[config.mk]
export PLATFORM = sky130hd
export DESIGN_NAME = prog_mem_loader
export DESIGN_NICKNAME = d
export VERILOG_FILES = /design/src/rtl/prog_mem_loader.sv
export SDC_FILE = /design/constraint.sdc
export NUM_CORES = 1
export LEC_CHECK = 0
export ABC_AREA = 1
export CAP_MARGIN = 20
export CORE_MARGIN = 2
export CORE_UTILIZATION = 61
export CTS_CLUSTER_DIAMETER = 150
export DETAILED_ROUTE_END_ITERATION = 8
export GPL_TIMING_DRIVEN = 0
export MAX_ROUTING_LAYER = met4
export PLACE_DENSITY = 0.89
export SETUP_SLACK_MARGIN = 0.4
export SLEW_MARGIN = 15
export SYNTH_ARGS = -nofsm -noshare
export SYNTH_HDL_FRONTEND = slang
export SYNTH_SLANG_ARGS = --single-unit
[constraint.sdc]
create_clock -name clk -period 3.3 [get_ports clk]
set_input_delay 0.99 -clock clk [delete_from_list [all_inputs] [get_ports clk]]
set_output_delay 0.99 -clock clk [all_outputs]
set_load 0.05 [all_outputs]
[src/rtl/prog_mem_loader.sv]
// prog_mem_loader: 16x8 CPU program memory with a valid/ready byte-stream boot loader.
//   Holds the CPU in reset (cpu_clr) while LOAD_WORDS bytes are streamed into the array,
//   then releases it and serves the CPU bus (read/write/address/memoryIn/memoryOut).
//   Optional feature macro: LOADER_CHECKSUM_EN adds a trailing checksum byte (CHECK/ERROR).
// Ports:
//   clk        in   system clock, rising edge
//   clr        in   asynchronous active-low reset
//   start      in   begin a load session (honoured in IDLE, RUN, ERROR)
//   ld_valid   in   load byte present
//   ld_data    in   load byte
//   ld_ready   out  loader accepts a byte (LOAD, CHECK)
//   cpu_clr    out  CPU reset, active-high, low only in RUN
//   done       out  image loaded, CPU running (RUN)
//   err        out  checksum failure (ERROR)
//   read       in   CPU read strobe (reads are combinational, so unused)
//   write      in   CPU write strobe (honoured in RUN only)
//   address    in   CPU address
//   memoryIn   in   CPU write data
//   memoryOut  out  mem[address], combinational
module prog_mem_loader #(
    parameter int DATA_W     = 8,
    parameter int ADDR_W     = 4,
    parameter int LOAD_WORDS = 16
) (
    input  logic              clk,
    input  logic              clr,
    input  logic              start,
    input  logic              ld_valid,
    input  logic [DATA_W-1:0] ld_data,
    output logic              ld_ready,
    output logic              cpu_clr,
    output logic              done,
    output logic              err,
    input  logic              read,
    input  logic              write,
    input  logic [ADDR_W-1:0] address,
    input  logic [DATA_W-1:0] memoryIn,
    output logic [DATA_W-1:0] memoryOut
);
    typedef enum logic [2:0] {IDLE, LOAD, CHECK, RUN, ERROR} state_t;

    state_t            state, state_nx;
    logic [ADDR_W-1:0] wptr;
    logic [DATA_W-1:0] mem [2**ADDR_W];
    logic              hs, ld_we, cpu_we, last, restart;
    logic              unused_read;

    assign unused_read = read;
    assign hs          = ld_valid && ld_ready;
    assign ld_we       = hs && state == LOAD;
    assign cpu_we      = write && state == RUN;
    assign last        = wptr == ADDR_W'(LOAD_WORDS - 1);
    assign restart     = start && (state == IDLE || state == RUN || state == ERROR);

    assign ld_ready  = state == LOAD || state == CHECK;
    assign cpu_clr   = state != RUN;
    assign done      = state == RUN;
    assign memoryOut = mem[address];

`ifdef LOADER_CHECKSUM_EN
    logic [DATA_W-1:0] sum, chk;

    assign chk = sum + ld_data;
    assign err = state == ERROR;

    always_ff @(posedge clk or negedge clr) begin
        if (!clr)
            sum <= '0;
        else if (restart)
            sum <= '0;
        else if (ld_we)
            sum <= chk;
    end
`else
    assign err = 1'b0;
`endif

    always_comb begin
        state_nx = state;
        case (state)
            IDLE, RUN, ERROR: state_nx = start ? LOAD : state;
`ifdef LOADER_CHECKSUM_EN
            LOAD:  state_nx = (hs && last) ? CHECK : LOAD;
            CHECK: state_nx = hs ? (chk == '0 ? RUN : ERROR) : CHECK;
`else
            LOAD:  state_nx = (hs && last) ? RUN : LOAD;
`endif
            default: state_nx = IDLE;
        endcase
    end

    always_ff @(posedge clk or negedge clr) begin
        if (!clr) begin
            state <= IDLE;
            wptr  <= '0;
        end else begin
            state <= state_nx;
            if (restart)
                wptr <= '0;
            else if (ld_we)
                wptr <= wptr + 1'b1;
        end
    end

    // Loader and CPU writes are state-exclusive; array contents are never reset.
    always_ff @(posedge clk) begin
        if (ld_we)
            mem[wptr] <= ld_data;
        else if (cpu_we)
            mem[address] <= memoryIn;
    end
endmodule
==> metrics.txt, run 1 <==
status=finished, final reports clean; Peak Freq=306 MHz; R2R Setup Slk=420 ps; FILL cells=416; cell accounting for the most synthesized area=edfxtp_1; Worst Skew=7.12 ps; DP Area=6750 um^2; Die H=105 um; CP max-delay cell=nand3_1; Final Net Count=734; Die ar.=11100 um^2; initial antenna violation count=0; number of global-route vias before repair=5471; 1st-pass router iterations=6; Cell Count, Final, Fillers Out=850; CTS sink cnt=134; Die W=105 um; count of state elements after synthesis=134; Worst R2R End=mem[7][1]; crit path launch type=input pin; fin area=8270 um^2; slowest stage delay, CP=150 ps; cell depth of the worst flop-to-flop path=9; Setup CP Type=in2out; r2r startpoint=state[1]; Synth area leaders=edfxtp_1, nand2_1, nand3_1, inv_1, dfrtp_1; via count=5777; Syn. warnings=0; worst min path class=reg2reg; crit-path cells=buf_12 -> inv_8 -> buf_12 -> buf_16 -> buf_8 -> nand2_1 -> nand3_1 -> nand3_2 -> nand3_2 -> nand2_2 -> buf_8; Initial DRC Count=1125; Final Power=5.18 mW; VDD IR max=0.464 mV; WHS Path Cells=3; ys async rst share=4.48%; GRT Residual Overflow=0; Vias/cell=6.80; first-pass GRT wire length=31.4 mm; Finish-stage setup viols=0; DP HPWL=9.81 mm; CTS root buf=clkbuf_8; min-delay src=wptr[3]; Period Utilization, post-route=99.1%; antenna fix cells=0; count of final max-slew check failures=0; Worst setup EP type=output port; Hold Vio Cnt, Final=0; detailed-route wire length per cell=26.9 um; worst path required time=2310 ps; post-route ant nets=0; placement row count=36; pin count of the biggest net entering global routing=17; Crit path arrival time=2280 ps; Clock transition at path regs=60 ps; number of top-level pins=38; Final min period=3270 ps; Starting Density=63.3%; Worst slew margin=34.5%; All-Layer GR Usage=39.8%; core box area=9860 um^2; leakage=3.60 nW; synth unique cells=25; fraction of final layout cells sized beyond drive strength 1=31.0%; DR DRC count=0; Syn Nets=667; worst skew pair latency=540 ps; RSZ-0062 raised after global routing=yes; Post-synth EDFFs=128; drt total wl=22.9 mm; IO Port Bufs=32; CTS tree=built; CTS buffer count=17; actual slew at the worst max-slew pin=979 ps; post-synthesis sequential area ratio=64.0%; Top FF cell, synth=edfxtp_1; pwr dens=626 nW/um^2; Inst Count DP=802; Synth top area share=61.6%; Syn Std Cell Area=6240 um^2; Max clock buf depth=2; max cap viols=0; Routability Congestion=1.01; Syn-to-layout area delta=32.4%; final hold slack=610 ps; CTS H-Tree Depth=4; Mapped Cells=637; Avg Cell Area, Syn=9.80 um^2; crit path max fanout=5; Hold EP=wptr[3]
logic make-up after synthesis:
group | count (synthesis) | synth area share [%]
AND/OR/NAND/NOR | 350 | 24.7
AO/OA/AOI/OAI | 9 | 1.08
buffers and inverters | 139 | 9.40
flip-flops | 134 | 64.0
other | 1 | 0.0601
adder cells (fa/ha/maj) | 4 | 0.802
what timing repair did:
item,CTS,global route
setup endpoints to repair,11,98
setup buffers,8,2
hold buffers,0,0
gates resized for setup,184,68
pin swaps,19,19
gates cloned,6,0
worst max-delay path by stage:
stage	from	end	slack [ps]
floorplan	address[1]	memoryOut[4]	430
global placement	address[0]	memoryOut[6]	-940
detailed placement	address[0]	memoryOut[6]	-950
CTS	address[0]	memoryOut[4]	200
global route	address[0]	memoryOut[4]	70
finish	address[0]	memoryOut[1]	30
per-stage QoR:
step | utilization [%] | setup WS, ps | setup TNS (ps)
floorplan | - | 428 | 0
global placement | 68.4 | -936 | -7210
detailed placement | 68.4 | -950 | -7330
CTS | 81.1 | 196 | 0
global route | 83.8 | 74.9 | 0
finish | 83.8 | 29.0 | 0
area by class of cell:
cell class | count | area [um^2] | area share, %
buffer | 28 | 322 | 3.89
tap | 133 | 166 | 2.01
clock buffer | 18 | 418 | 5.06
inverter | 111 | 433 | 5.24
multi-input combinational | 364 | 2150 | 26.0
clock inverter | 14 | 129 | 1.56
timing repair buffer | 48 | 658 | 7.96
sequential | 134 | 3990 | 48.3
power breakdown:
part | internal [mW] | switching, mW
registers | 2.09 | 0.0846
clock network | 1.01 | 0.785
logic | 0.348 | 0.862
total | 3.45 | 1.73
state kept, by name, indices dropped and copies added, names as in the netlist:
| signal | cells |
|---|---|
| mem | 128 |
| wptr | 4 |
| state | 2 |
worst max-delay path: cells and delay by family:
| family | cells | cell delay [ps] |
|---|---|---|
| simple gates | 5 | 630 |
| buf+inv | 6 | 670 |
Yosys cell counts (2+ instances only):
| cell type | count |
|---|---|
| nand2_1 | 208 |
| edfxtp_1 | 128 |
| inv_1 | 107 |
| nand3_1 | 99 |
| nor2_1 | 22 |
| buf_2 | 13 |
| buf_4 | 9 |
| nand2_2 | 8 |
| dfrtp_1 | 6 |
| ha_1 | 4 |
| inv_2 | 4 |
| nand2_4 | 4 |
| nand3_2 | 4 |
| clkbuf_1 | 3 |
| o21ai_0 | 3 |
| a21oi_1 | 2 |
| buf_6 | 2 |
| nor3_1 | 2 |
| o21ai_1 | 2 |
| o21ai_4 | 2 |
placed cells by master (no fill, tap or decap), drive strengths merged:
cell,synthesis,layout
nand2,220,220
edfxtp,128,128
inv,111,113
nand3,104,104
buf,25,49
nor2,23,23
clkbuf,3,22
clkdlybuf4s50,0,20
clkinv,0,7
o21ai,7,7
dfrtp,6,6
clkinvlp,0,4
ha,4,4
a21oi,2,2
nor3,2,2
or2,1,1
conb,1,1
bufinv,0,1
bufbuf,0,1
clkdlybuf4s15,0,1
dlygate4sd2,0,1
routing by layer:
layer	vias up	wire length [um]	track usage [%]
li1	2180	-	-
met1	2636	7190	45.8
met2	719	10100	60.9
met3	242	3400	11.4
met4	0	2220	26.6
met5	-	0	-
Power figures use the tool's default switching activity.
==> run 2: changes to the inputs <==
--- a/config.mk
+++ b/config.mk
@@ -15,7 +15,7 @@
 export MAX_ROUTING_LAYER = met4
 export PLACE_DENSITY = 0.89
 export SETUP_SLACK_MARGIN = 0.4
-export SLEW_MARGIN = 15
+export SLEW_MARGIN = 20
 export SYNTH_ARGS = -nofsm -noshare
 export SYNTH_HDL_FRONTEND = slang
 export SYNTH_SLANG_ARGS = --single-unit
==> results of run 2 <==
Final layout, timing and power as in run 1 (identical DEF).
